===== src/rtl/instr_stats_pkg.sv =====
// Shared constants and types for the instruction-mix profiler.
// Opcode values, read-out addresses and the instruction kind enum.
package instr_stats_pkg;

    localparam logic [5:0] OP_RTYPE = 6'h00;
    localparam logic [5:0] OP_J     = 6'h02;
    localparam logic [5:0] OP_JAL   = 6'h03;
    localparam logic [5:0] OP_BEQ   = 6'h04;
    localparam logic [5:0] OP_BNE   = 6'h05;
    localparam logic [5:0] OP_BLEZ  = 6'h06;
    localparam logic [5:0] OP_BGTZ  = 6'h07;
    localparam logic [5:0] OP_SB    = 6'h28;
    localparam logic [5:0] OP_SH    = 6'h29;
    localparam logic [5:0] OP_SW    = 6'h2B;

    localparam logic [5:0] SEL_R   = 6'd32;
    localparam logic [5:0] SEL_I   = 6'd33;
    localparam logic [5:0] SEL_J   = 6'd34;
    localparam logic [5:0] SEL_TOT = 6'd35;

    localparam int NUM_GPR = 32;

    typedef enum logic [1:0] {KIND_R, KIND_I, KIND_J} instr_kind_t;

endpackage


===== src/rtl/instr_stats_profiler_classify.sv =====
// Combinational MIPS instruction classifier: R/I/J kind and the GPR it writes.
module instr_classify
    import instr_stats_pkg::*;
(
    input  logic [31:0]  instr,
    output instr_kind_t  kind,
    output logic         has_dest,
    output logic [4:0]   dest
);

    logic [5:0] opcode;
    logic       unused_bits;

    assign opcode      = instr[31:26];
    assign unused_bits = ^{instr[25:21], instr[10:0]};

    always_comb begin
        kind     = KIND_I;
        has_dest = 1'b1;
        dest     = instr[20:16];
        case (opcode)
            OP_RTYPE: begin
                kind = KIND_R;
                dest = instr[15:11];
            end
            OP_J: begin
                kind     = KIND_J;
                has_dest = 1'b0;
                dest     = 5'd0;
            end
            OP_JAL: begin
                kind = KIND_J;
                dest = 5'd31;
            end
            // branches and stores read rt but never write it
            OP_BEQ, OP_BNE, OP_BLEZ, OP_BGTZ, OP_SB, OP_SH, OP_SW: begin
                has_dest = 1'b0;
                dest     = 5'd0;
            end
            default: ;
        endcase
    end

endmodule


===== src/rtl/instr_stats_profiler.sv =====
// Non-intrusive instruction-mix profiler: capture stage, count stage and a
// registered read-out port over the per-GPR, per-kind and total counters.
module instr_stats_profiler
    import instr_stats_pkg::*;
#(
    parameter int CNT_W    = 8,
    parameter bit SATURATE = 1'b1,
    parameter bit COUNT_R0 = 1'b0
) (
    input  logic             clk,
    input  logic             rst,
    input  logic             instr_valid,
    input  logic [31:0]      instr,
    input  logic             clear,
    input  logic             freeze,
    input  logic [5:0]       rd_sel,
    output logic [CNT_W-1:0] rd_data,
    output logic             ovf
);

    localparam logic [CNT_W-1:0] CNT_MAX = '1;

    logic             s1_valid_q, s1_valid_d;
    logic [31:0]      s1_instr_q;
    logic [CNT_W-1:0] reg_cnt_q [NUM_GPR];
    logic [CNT_W-1:0] reg_cnt_d [NUM_GPR];
    logic [CNT_W-1:0] r_cnt_q, r_cnt_d;
    logic [CNT_W-1:0] i_cnt_q, i_cnt_d;
    logic [CNT_W-1:0] j_cnt_q, j_cnt_d;
    logic [CNT_W-1:0] tot_q, tot_d;
    logic             ovf_q, ovf_d;
    logic [CNT_W-1:0] rd_data_q, rd_data_d;

    instr_kind_t      s2_kind;
    logic             s2_has_dest;
    logic [4:0]       s2_dest;
    logic             count_dest;

    function automatic logic [CNT_W-1:0] bump(input logic [CNT_W-1:0] v);
        if (v == CNT_MAX)
            return SATURATE ? CNT_MAX : '0;
        return v + CNT_W'(1);
    endfunction

    instr_classify u_classify (
        .instr    (s1_instr_q),
        .kind     (s2_kind),
        .has_dest (s2_has_dest),
        .dest     (s2_dest)
    );

    assign count_dest = s2_has_dest && ((s2_dest != 5'd0) || COUNT_R0);
    assign s1_valid_d = instr_valid & ~freeze & ~clear;

    always_comb begin
        reg_cnt_d = reg_cnt_q;
        r_cnt_d   = r_cnt_q;
        i_cnt_d   = i_cnt_q;
        j_cnt_d   = j_cnt_q;
        tot_d     = tot_q;
        ovf_d     = ovf_q;
        if (clear) begin
            for (int g = 0; g < NUM_GPR; g++)
                reg_cnt_d[g] = '0;
            r_cnt_d = '0;
            i_cnt_d = '0;
            j_cnt_d = '0;
            tot_d   = '0;
            ovf_d   = 1'b0;
        end else if (s1_valid_q) begin
            tot_d = bump(tot_q);
            ovf_d = ovf_d | (tot_q == CNT_MAX);
            case (s2_kind)
                KIND_R: begin
                    r_cnt_d = bump(r_cnt_q);
                    ovf_d   = ovf_d | (r_cnt_q == CNT_MAX);
                end
                KIND_I: begin
                    i_cnt_d = bump(i_cnt_q);
                    ovf_d   = ovf_d | (i_cnt_q == CNT_MAX);
                end
                default: begin
                    j_cnt_d = bump(j_cnt_q);
                    ovf_d   = ovf_d | (j_cnt_q == CNT_MAX);
                end
            endcase
            if (count_dest) begin
                reg_cnt_d[s2_dest] = bump(reg_cnt_q[s2_dest]);
                ovf_d              = ovf_d | (reg_cnt_q[s2_dest] == CNT_MAX);
            end
        end
    end

    always_comb begin
        rd_data_d = '0;
        case (rd_sel)
            SEL_R:   rd_data_d = r_cnt_q;
            SEL_I:   rd_data_d = i_cnt_q;
            SEL_J:   rd_data_d = j_cnt_q;
            SEL_TOT: rd_data_d = tot_q;
            default: if (!rd_sel[5]) rd_data_d = reg_cnt_q[rd_sel[4:0]];
        endcase
    end

    always_ff @(posedge clk or posedge rst) begin
        if (rst) begin
            s1_valid_q <= 1'b0;
            s1_instr_q <= '0;
            for (int g = 0; g < NUM_GPR; g++)
                reg_cnt_q[g] <= '0;
            r_cnt_q    <= '0;
            i_cnt_q    <= '0;
            j_cnt_q    <= '0;
            tot_q      <= '0;
            ovf_q      <= 1'b0;
            rd_data_q  <= '0;
        end else begin
            s1_valid_q <= s1_valid_d;
            s1_instr_q <= instr;
            for (int g = 0; g < NUM_GPR; g++)
                reg_cnt_q[g] <= reg_cnt_d[g];
            r_cnt_q    <= r_cnt_d;
            i_cnt_q    <= i_cnt_d;
            j_cnt_q    <= j_cnt_d;
            tot_q      <= tot_d;
            ovf_q      <= ovf_d;
            rd_data_q  <= rd_data_d;
        end
    end

    assign rd_data = rd_data_q;
    assign ovf     = ovf_q;

endmodule


===== config.mk =====
export PLATFORM = sky130hd
export DESIGN_NAME = instr_stats_profiler
export DESIGN_NICKNAME = d
export VERILOG_FILES = /design/src/rtl/instr_stats_pkg.sv /design/src/rtl/instr_stats_profiler_classify.sv /design/src/rtl/instr_stats_profiler.sv
export SDC_FILE = /design/constraint.sdc
export NUM_CORES = 1
export LEC_CHECK = 0
export BUFFER_PORTS_ARGS = -buffer_cell sky130_fd_sc_hd__buf_2
export CAP_MARGIN = 20
export CORE_UTILIZATION = 30
export DETAILED_ROUTE_END_ITERATION = 10
export PLACE_DENSITY_LB_ADDON = 0.1
export SYNTH_ARGS = -nofsm -noshare
export SYNTH_HDL_FRONTEND = slang
export SYNTH_SLANG_ARGS = --single-unit

===== constraint.sdc =====
create_clock -name clk -period 10.49 [get_ports clk]
set_input_delay 2.098 -clock clk [delete_from_list [all_inputs] [get_ports clk]]
set_output_delay 2.098 -clock clk [all_outputs]
set_load 0.02 [all_outputs]

==> key figures, run 1 <==
STA
  – Worst slew margin: 0.181
  – RSZ-0062 raised after global routing: no
  – Clock skew: between 0.01 and 0.015 ns
  – Minimum clock period: between 7 and 8 ns
  – Worst-Margin Slew: between 1 and 1.5 ns
  – Setup slack after layout: 3.43 ns
  – Slew Viols, Final: 0
  – Tcrit/Tclk final: 0.673
  – Setup TNS: 0 ns
  – Fmax: around 140 MHz
  – Fin. Hold Viols: 0
  – Setup Viol. Count Final: 0

Detailed routing
  – Remaining antenna violation count after routing: 0
  – Total Wirelength: about 70000 um
  – Drt pass-1 iters: 5
  – Starting DRT DRC Count: 1593
  – Wire length per cell: 25.8 um
  – Via count: around 16000
  – Vias per inst: 5.86
  – DR DRC count: 0

Placed design
  – Placed cell area: a little under 0.02 mm^2
  – Final estimated routing congestion in global placement: 0.795
  – IO buf count: 35
  – Cell count after placement: between 2000 and 3000
  – HPWL after DPL: 43200 um
  – Post-Place Worst Slack: 3.43 ns

Cells and area
  – Inserted Diodes: 0
  – Sequential cell area: ~0.0079 mm^2
  – Multi-input gate area: between 0.009 and 0.01 mm^2
  – Post-Layout Inst Area: 0.0208 mm^2
  – # fillers: a little over 6000
  – Share of cells above drive strength 1: 0.177
  – Area delta synth->final: 11.2%
  – Final Non-Filler Cells: between 2000 and 3000
  – Nets: 1913

Clock tree
  – Clock Sink Count: about 310
  – Max clock buf depth: 3
  – Clock root cell: clkbuf_16
  – Num CTS Buffers: 40
  – CTS tree: done
  – Post-cts sizing count: 0
  – H-tree depth: 2
  – Hold-fix buffers, CTS: 0
  – Worst-Skew Late Latency: roughly 0.57 ns
  – Post-CTS Setup Inserts: 0
  – Clock-pin slew on the worst setup and hold paths: roughly 0.06 ns

Power
  – Static leakage: 7.68 nW
  – Worst IR Drop VDD: 140 uV
  – PD cells: ~150 mW/mm^2

Critical path
  – Worst Path Max Fanout: 35
  – Max stage delay cell, worst path: and2_2
  – Setup CP Type: reg2reg
  – Delay-heaviest family, CP: simple AND/OR/NAND/NOR gates
  – CP Data Arrival Time: approximately 7.5 ns
  – CP Capture Type: flip-flop
  – CP Launch Type: flip-flop
  – Critical path data required time: approximately 11 ns
  – Crit path buf inv count: 3
  – CP cell instances: nor4_2, and2_1, a221o_2, buf_4, a21oi_1, a22oi_1, o22ai_1, nor4_2, ha_1, buf_4, and4_1, buf_4, nand3_2, and2_2, a211oi_1
  – Max incr delay on CP: ~0.84 ns
  – CP most frequent cell: buf_4

Global routing
  – First-pass GRT wire length: 105000 um
  – Initial antenna violation count: 3
  – GR Overflow Total: 0
  – GRT Resource Usage Total: 0.222
  – Largest net degree at the start of global routing: around 170
  – Vias in the first global route: around 15000

Synthesis
  – Yosys top cell area share: 0.420
  – Synth area leader: dfrtp_1
  – Post-synth ARST share: 1.00
  – Yosys warning count: 0
  – Syn Inst Count: a little under 2000
  – Synth Area per Inst: around 10 um^2
  – Flops & latches, synth: roughly 310
  – Sequential fraction of the synthesis area: 0.420
  – Post-synth EDFFs: 0
  – Ys flop type: dfrtp_1
  – Distinct cells, synth: 64
  – Synth top area cells: dfrtp_1 (42%), mux4_2 (11%), nor2_1 (6.5%)
  – Net Count, Synth: 1972
  – Synth Cell Area: approximately 0.019 mm^2

Die
  – Core Footprint: about 0.06 mm^2
  – Initial core utilization: 0.304
  – Die Wd: 252 um
  – Boundary Pins: 52
  – Die area: 0.0633 mm^2
  – Die height: 252 um
  – Row cnt: between 90 and 100

Worst hold path
  – Hold crit path type: reg2reg

Flow run
  – MaxCap Viol Count: 0

Run status
  – Status: finished, final reports clean
## worst reg2reg max path, stage by stage, from the launching register on
cell	delay, ns
dfrtp_1	0.39
nor4_2	0.43
and2_1	0.51
a221o_2	0.73
buf_4	0.40
a21oi_1	0.08
a22oi_1	0.37
o22ai_1	0.16
nor4_2	0.51
ha_1	0.25
buf_4	0.39
and4_1	0.26
buf_4	0.45
nand3_2	0.83
and2_2	0.86
a211oi_1	0.35
## placed cells by master, fill, tap and decap left out, types with 7 or more instances in the layout
cell       synthesis  layout
nand4_1            9       9
a41oi_1           24      24
nand3b_1          32      32
nand3_1           33      33
nand2_1          192     192
a22oi_1           55      55
mux2i_1           16      16
a211oi_2          31      30
clkbuf_8           0       8
buf_4             13      64
a2111oi_0         35      35
a2111oi_2         31      31
o22ai_1           33      33
a21oi_1          125     125
a31oi_1           15      15
inv_1             15      14
nor2b_1            9       9
nor3_1            96      96
and3_1             7       7
o21ai_0           39      39
dfrtp_1          314     314
nor2_1           323     319
clkbuf_1         115      12
mux4_2            88      88
a311o_1           24      24
a311oi_1          36      36
clkbuf_16          0      41
buf_2             46      32
a211oi_1          72      72
## cell type report
class,count,area share
well taps,837,0.0504
multi-input cells,1392,0.473
flip-flops and latches,314,0.378
clock inverters,5,0.00253
repair buffers,102,0.0363
inverters,15,0.00289
clock buffers,61,0.0568
## state kept, by name (all words and copies together), names as in the netlist
name / cells
reg_cnt_q: 256
s1_instr_q: 16
rd_data: 8
j_cnt_q: 8
ovf: 1
r_cnt_q: 8
i_cnt_q: 8
tot_q: 8
s1_valid_q: 1
## through the flow
stage          hold WS [ns]  total power (W)  utilization
2_1_floorplan         0.481          0.00155            -
3_3_place_gp          0.504          0.00170        0.316
3_5_place_dp          0.516          0.00170        0.317
4_1_cts               0.535          0.00307        0.337
5_1_grt               0.561          0.00314        0.338
6_report              0.529          0.00303        0.338
## synth_stat cells (all sizes together), types with 2 or more instances
library cell,n
and4,5
dfrtp,314
a211oi,103
nor4,5
and4b,2
o21ai,39
and3,7
nor3,96
o21bai,2
a22oi,55
buf,88
ha,5
a221o,4
and2,7
a22o,2
nand2b,2
nor2,324
or4,4
nand3b,32
a2111oi,68
or3,4
nand4,9
nand3,34
clkbuf,115
nand2,192
a311o,24
a311oi,36
a41oi,24
a21oi,125
nor2b,9
nor3b,4
o22ai,33
a221oi,3
mux4,88
inv,15
o32ai,2
mux2i,17
a31oi,15
## path summary, 6_finish.rpt
| kind | startpoint | cells past startpoint | slack (ns) | to |
|---|---|---|---|---|
| max | s1_instr_q[29] | 15 | 3.43 | reg_cnt_q[0] |
| min | reg_cnt_q[255] | 1 | 0.53 | reg_cnt_q[255] |
| max reg2reg | s1_instr_q[29] | 15 | 3.43 | reg_cnt_q[0] |
| min reg2reg | reg_cnt_q[255] | 1 | 0.53 | reg_cnt_q[255] |
| max in group asynchronous | rst | 4 | 7.29 | reg_cnt_q[28] |
| min in group asynchronous | rst | 3 | 1.84 | i_cnt_q[3] |
## cells by family after synthesis
kind of cell | share of synthesized area
AO/OA/AOI/OAI | 0.227
adder cells (fa/ha/maj) | 0.00335
AND/OR/NAND/NOR | 0.177
multiplexers | 0.116
flip-flops | 0.420
XOR/XNOR | 0.000468
buffers and inverters | 0.0563
## routing by layer
layer / vias to the layer above / share of wire / GRT usage
li1: 7146 / - / -
met1: 8203 / 0.46 / 0.319
met2: 537 / 0.46 / 0.345
met3: 100 / 0.056 / 0.0321
met4: 0 / 0.026 / 0.0671
met5: - / 0 / 0
## where the power goes
| group | internal, W | leakage [nW] | total, W | switching [W] |
|---|---|---|---|---|
| clock network | 0.000793 | 0.603 | 0.00135 | 0.000555 |
| logic | 0.000104 | 2.73 | 0.000454 | 0.000350 |
| registers | 0.00122 | 4.35 | 0.00123 | 0.00000774 |
| total | 0.00212 | 7.68 | 0.00303 | 0.000913 |
No activity file was read; power rests on OpenSTA's default activity.
==> run 2, diff against run 1 <==
- ABC_AREA: not set -> 1
- clock period: 10.49 -> 6.3 ns (I/O delays scaled with it)
==> run 2 against run 1 <==
  * The run now ends with design-rule violations left
  * Count of clock-buffer cells in the layout up 3
  * Area after synthesis down 3.6%
  * Sequential share of layout area grew 0.87 points
  * Setup slack worse by 2.1 ns
  * Hold slack got worse by 0.052 ns
  * Largest cell class unchanged
  * Clock power up 68%
  * Non-clock buffer count fell by 14
  * Critical path depth increased by 6
  * Power is 71% higher
  * Die area down 3.5%
  * Maximum frequency increased by 41%
==> key figures, run 2 <==
Die
  – Row cnt: 89 (was 91)
  – Die height: 247 um (was 252 um)
  – Initial core utilization: 0.304 (about the same)
  – Boundary Pins: 52 (unchanged)
  – Core Footprint: 0.0592 mm^2 (was 0.0616 mm^2)
  – Die area: 0.0611 mm^2 (was 0.0633 mm^2)
  – Die Wd: 247 um (was 252 um)

Synthesis
  – Mux cell area share after synthesis: 0 (was 0.116)
  – Most frequent cells after synthesis: nand2_1 (1040), dfrtp_1 (314), inv_1 (311) (was nor2_1 (323), dfrtp_1 (314), nand2_1 (192))
  – Synth area leader: dfrtp_1 (unchanged)
  – Top-count cell post-synth: nand2_1 (was nor2_1)
  – Yosys warning count: 0 (unchanged)
  – Ys flop type: dfrtp_1 (unchanged)
  – Post-synthesis simple-gate area fraction: 0.302 (was 0.177)
  – Synth Cell Area: 0.0180 mm^2 (was 0.0187 mm^2)
  – Net Count, Synth: 2653 (was 1972)
  – Distinct cells, synth: 45 (was 64)
  – Post-synthesis adder-cell area fraction: 0.00347 (was 0.00335)
  – Sequential fraction of the synthesis area: 0.436 (was 0.420)
  – Syn Inst Count: 2605 (was 1924)
  – Post-synth EDFFs: 0 (unchanged)
  – Post-synth ARST share: 1.00 (unchanged)
  – Largest family of logic cells by synthesized area: simple AND/OR/NAND/NOR gates (was compound AO/OA/AOI/OAI gates)
  – Yosys top cell area share: 0.436 (was 0.420)
  – Post-synthesis compound-gate area fraction: 0.157 (was 0.227)
  – Xor and xnor area share after synthesis: 0.00194 (was 0.000468)
  – Flops & latches, synth: 314 (unchanged)
  – Synth Area per Inst: 6.92 um^2 (was 9.72 um^2)
  – Synth top area cells: dfrtp_1 (44%), nand2_1 (22%), inv_1 (6.5%) (was dfrtp_1 (42%), mux4_2 (11%), nor2_1 (6.5%))

Clock tree
  – Post-cts sizing count: 0 (unchanged)
  – Num CTS Buffers: 41 (was 40)
  – Clock root cell: clkbuf_16 (unchanged)
  – Post-CTS Setup Inserts: 0 (unchanged)
  – Worst-Skew Late Latency: 0.58 ns (was 0.57 ns)
  – Clock Sink Count: 314 (unchanged)
  – Hold-fix buffers, CTS: 0 (unchanged)
  – Max clock buf depth: 3 (unchanged)
  – Clock-pin slew on the worst setup and hold paths: 0.06 ns (about the same)
  – CTS tree: done (unchanged)
  – H-tree depth: 2 (unchanged)

STA
  – Hold slack: 0.477 ns (was 0.529 ns)
  – Slew Viols, Final: 0 (unchanged)
  – Fmax: 200 MHz (was 142 MHz)
  – Clock skew: 0.0249 ns (was 0.0124 ns)
  – Minimum clock period: 5.01 ns (was 7.06 ns)
  – Worst-Margin Slew: 1.04 ns (was 1.22 ns)
  – Setup Viol. Count Final: 0 (unchanged)
  – Fin. Hold Viols: 0 (unchanged)
  – Worst slew margin: 0.307 (was 0.181)
  – RSZ-0062 raised after global routing: no (unchanged)
  – Tcrit/Tclk final: 0.796 (was 0.673)
  – Setup TNS: 0 ns (unchanged)

Detailed routing
  – Via count: 17941 (was 15986)
  – Vias per inst: 5.26 (was 5.86)
  – DR top layer: met4 (unchanged)
  – Total Wirelength: 76300 um (was 70200 um)
  – DR DRC count: 9 (was 0)
  – Met3 wire len: 5380 um (was 3910 um)
  – Starting DRT DRC Count: 1771 (was 1593)
  – Remaining antenna violation count after routing: 0 (unchanged)
  – Wire length per cell: 22.4 um (was 25.8 um)
  – Drt pass-1 iters: 9 (was 5)
  – Routed length on met1: 34700 um (was 32400 um)
  – Met2 wire length: 34300 um (was 32100 um)

Placed design
  – Final estimated routing congestion in global placement: 0.874 (was 0.795)
  – IO buf count: 35 (unchanged)
  – HPWL after DPL: 49500 um (was 43200 um)

Run status
  – Status: finished with violations (was finished, final reports clean)
  – Failing checks: design-rule violations

Global routing
  – Largest net degree at the start of global routing: 111 (was 167)
  – GR Overflow Total: 0 (unchanged)
  – First-pass GRT wire length: 114000 um (was 105000 um)
  – Vias in the first global route: 17264 (was 15336)
  – Initial antenna violation count: 0 (was 3)
  – GRT Resource Usage Total: 0.252 (was 0.222)

Power
  – Static leakage: 9.71 nW (was 7.68 nW)
  – Worst IR Drop VDD: 157 uV (was 140 uV)
  – PD cells: 255 mW/mm^2 (was 146 mW/mm^2)
  – Total Power: 0.00518 W (was 0.00303 W)

Cells and area
  – Max reg flops: 256 (unchanged)
  – Final core utilization: 0.343 (was 0.338)
  – Inserted Diodes: 0 (unchanged)
  – Share of cells above drive strength 1: 0.0689 (was 0.177)
  – Most common cell after layout, fill and taps aside: nand2_1 (was nor2_1)
  – Biggest register: reg_cnt_q (unchanged)
  – Area delta synth->final: 12.7% (was 11.2%)
  – Nets: 2658 (was 1913)
  – Commonest non-fill, non-tap cells in the layout: nand2_1 (1039), dfrtp_1 (314), inv_1 (310), o21ai_1 (164), nand3_1 (137) (was nor2_1 (319), dfrtp_1 (314), nand2_1 (192), a21oi_1 (125), nor3_1 (96))
  – Top Registers: reg_cnt_q x256, s1_instr_q x16 (unchanged)

Critical path
  – Worst Path Max Fanout: 79 (was 35)
  – Setup CP Type: reg2reg (unchanged)
  – CP Capture Type: flip-flop (unchanged)
  – CP Data Arrival Time: 5.48 ns (was 7.53 ns)
  – CP Launch Type: flip-flop (unchanged)
  – Critical path data required time: 6.76 ns (was 10.96 ns)

Worst hold path
  – Hold crit path type: reg2reg (unchanged)

Flow run
  – MaxCap Viol Count: 0 (unchanged)
run 2: cell types whose count changed in the layout (fill, tap and decap cells not counted), moves of 37 or more:
cell      before   now
nand2_1      192  1039
inv_1         14   310
nor2_1       319   100
o21ai_1        0   164
nand3_1       33   137
mux4_2        88     0
nor3_1        96    11
a21oi_1      125    44
a211oi_1      72     0
o21ai_0       39   109
a22oi_1       55    18
run 2: where the power goes:
part / switching, W / internal, W
registers: 0.00000841 / 0.00203
clock network: 0.000952 / 0.00132
logic: 0.000698 / 0.000171
run 2: path summary, 6_finish.rpt:
check | start | to | slack, ns | depth (start not counted)
hold / removal | reg_cnt_q[133] | reg_cnt_q[133] | 0.48 | 2
min in group asynchronous | rst | reg_cnt_q[252] | 0.73 | 2
setup reg to reg | s1_instr_q[31] | reg_cnt_q[147] | 1.29 | 21
hold reg to reg | reg_cnt_q[133] | reg_cnt_q[133] | 0.48 | 2
max in group asynchronous | rst | tot_q[7] | 4.33 | 3
setup / recovery | s1_instr_q[31] | reg_cnt_q[147] | 1.29 | 21
run 2: cell type report:
class                      instances  area (um^2)
sequential                       314         7860
clock inverter                     9         81.3
timing repair buffer              88          611
inverter                         322         1210
multi-input combinational       1843         8420
tap                              773          967
clock buffer                      64         1170
fill                            6439        38900
run 2: worst max-delay path, cell delays in order (launching register included):
cell	delay (ns)
dfrtp_1	0.39
nor2_2	0.21
nand2_2	0.10
nor2_4	0.24
a21oi_4	0.12
nand2_8	0.43
buf_4	0.58
o21ai_0	0.16
nand2_1	0.09
nand3_1	0.09
nand2_1	0.10
nand2_1	0.06
nor2_1	0.12
nand2_1	0.16
ha_1	0.31
nand3_1	0.12
nor2_2	0.05
nand3_2	0.14
nand3_2	0.77
buf_4	0.49
nand2_1	0.07
nand2_1	0.05
run 2: cell families after synthesis:
group,count (synthesis)
AND/OR/NAND/NOR,1351
flip-flops,314
adder cells (fa/ha/maj),5
XOR/XNOR,4
AO/OA/AOI/OAI,483
buffers and inverters,448
run 2: per-stage QoR:
step | instances | worst slack, ns | cell area (um^2)
after floorplan | 2605 | 0.857 | 18000
after global placement | 3340 | 1.36 | 19100
after detailed placement | 3340 | 1.33 | 19100
after CTS | 3413 | 1.28 | 20300
after global routing | 3413 | 0.846 | 20300
final | 3413 | 1.29 | 20300
run 2: routing by layer:
metal	GRT usage	vias to the layer above
li1	-	8396
met1	0.352	8778
met2	0.397	645
met3	0.0409	122
met4	0.0787	0
met5	0	-
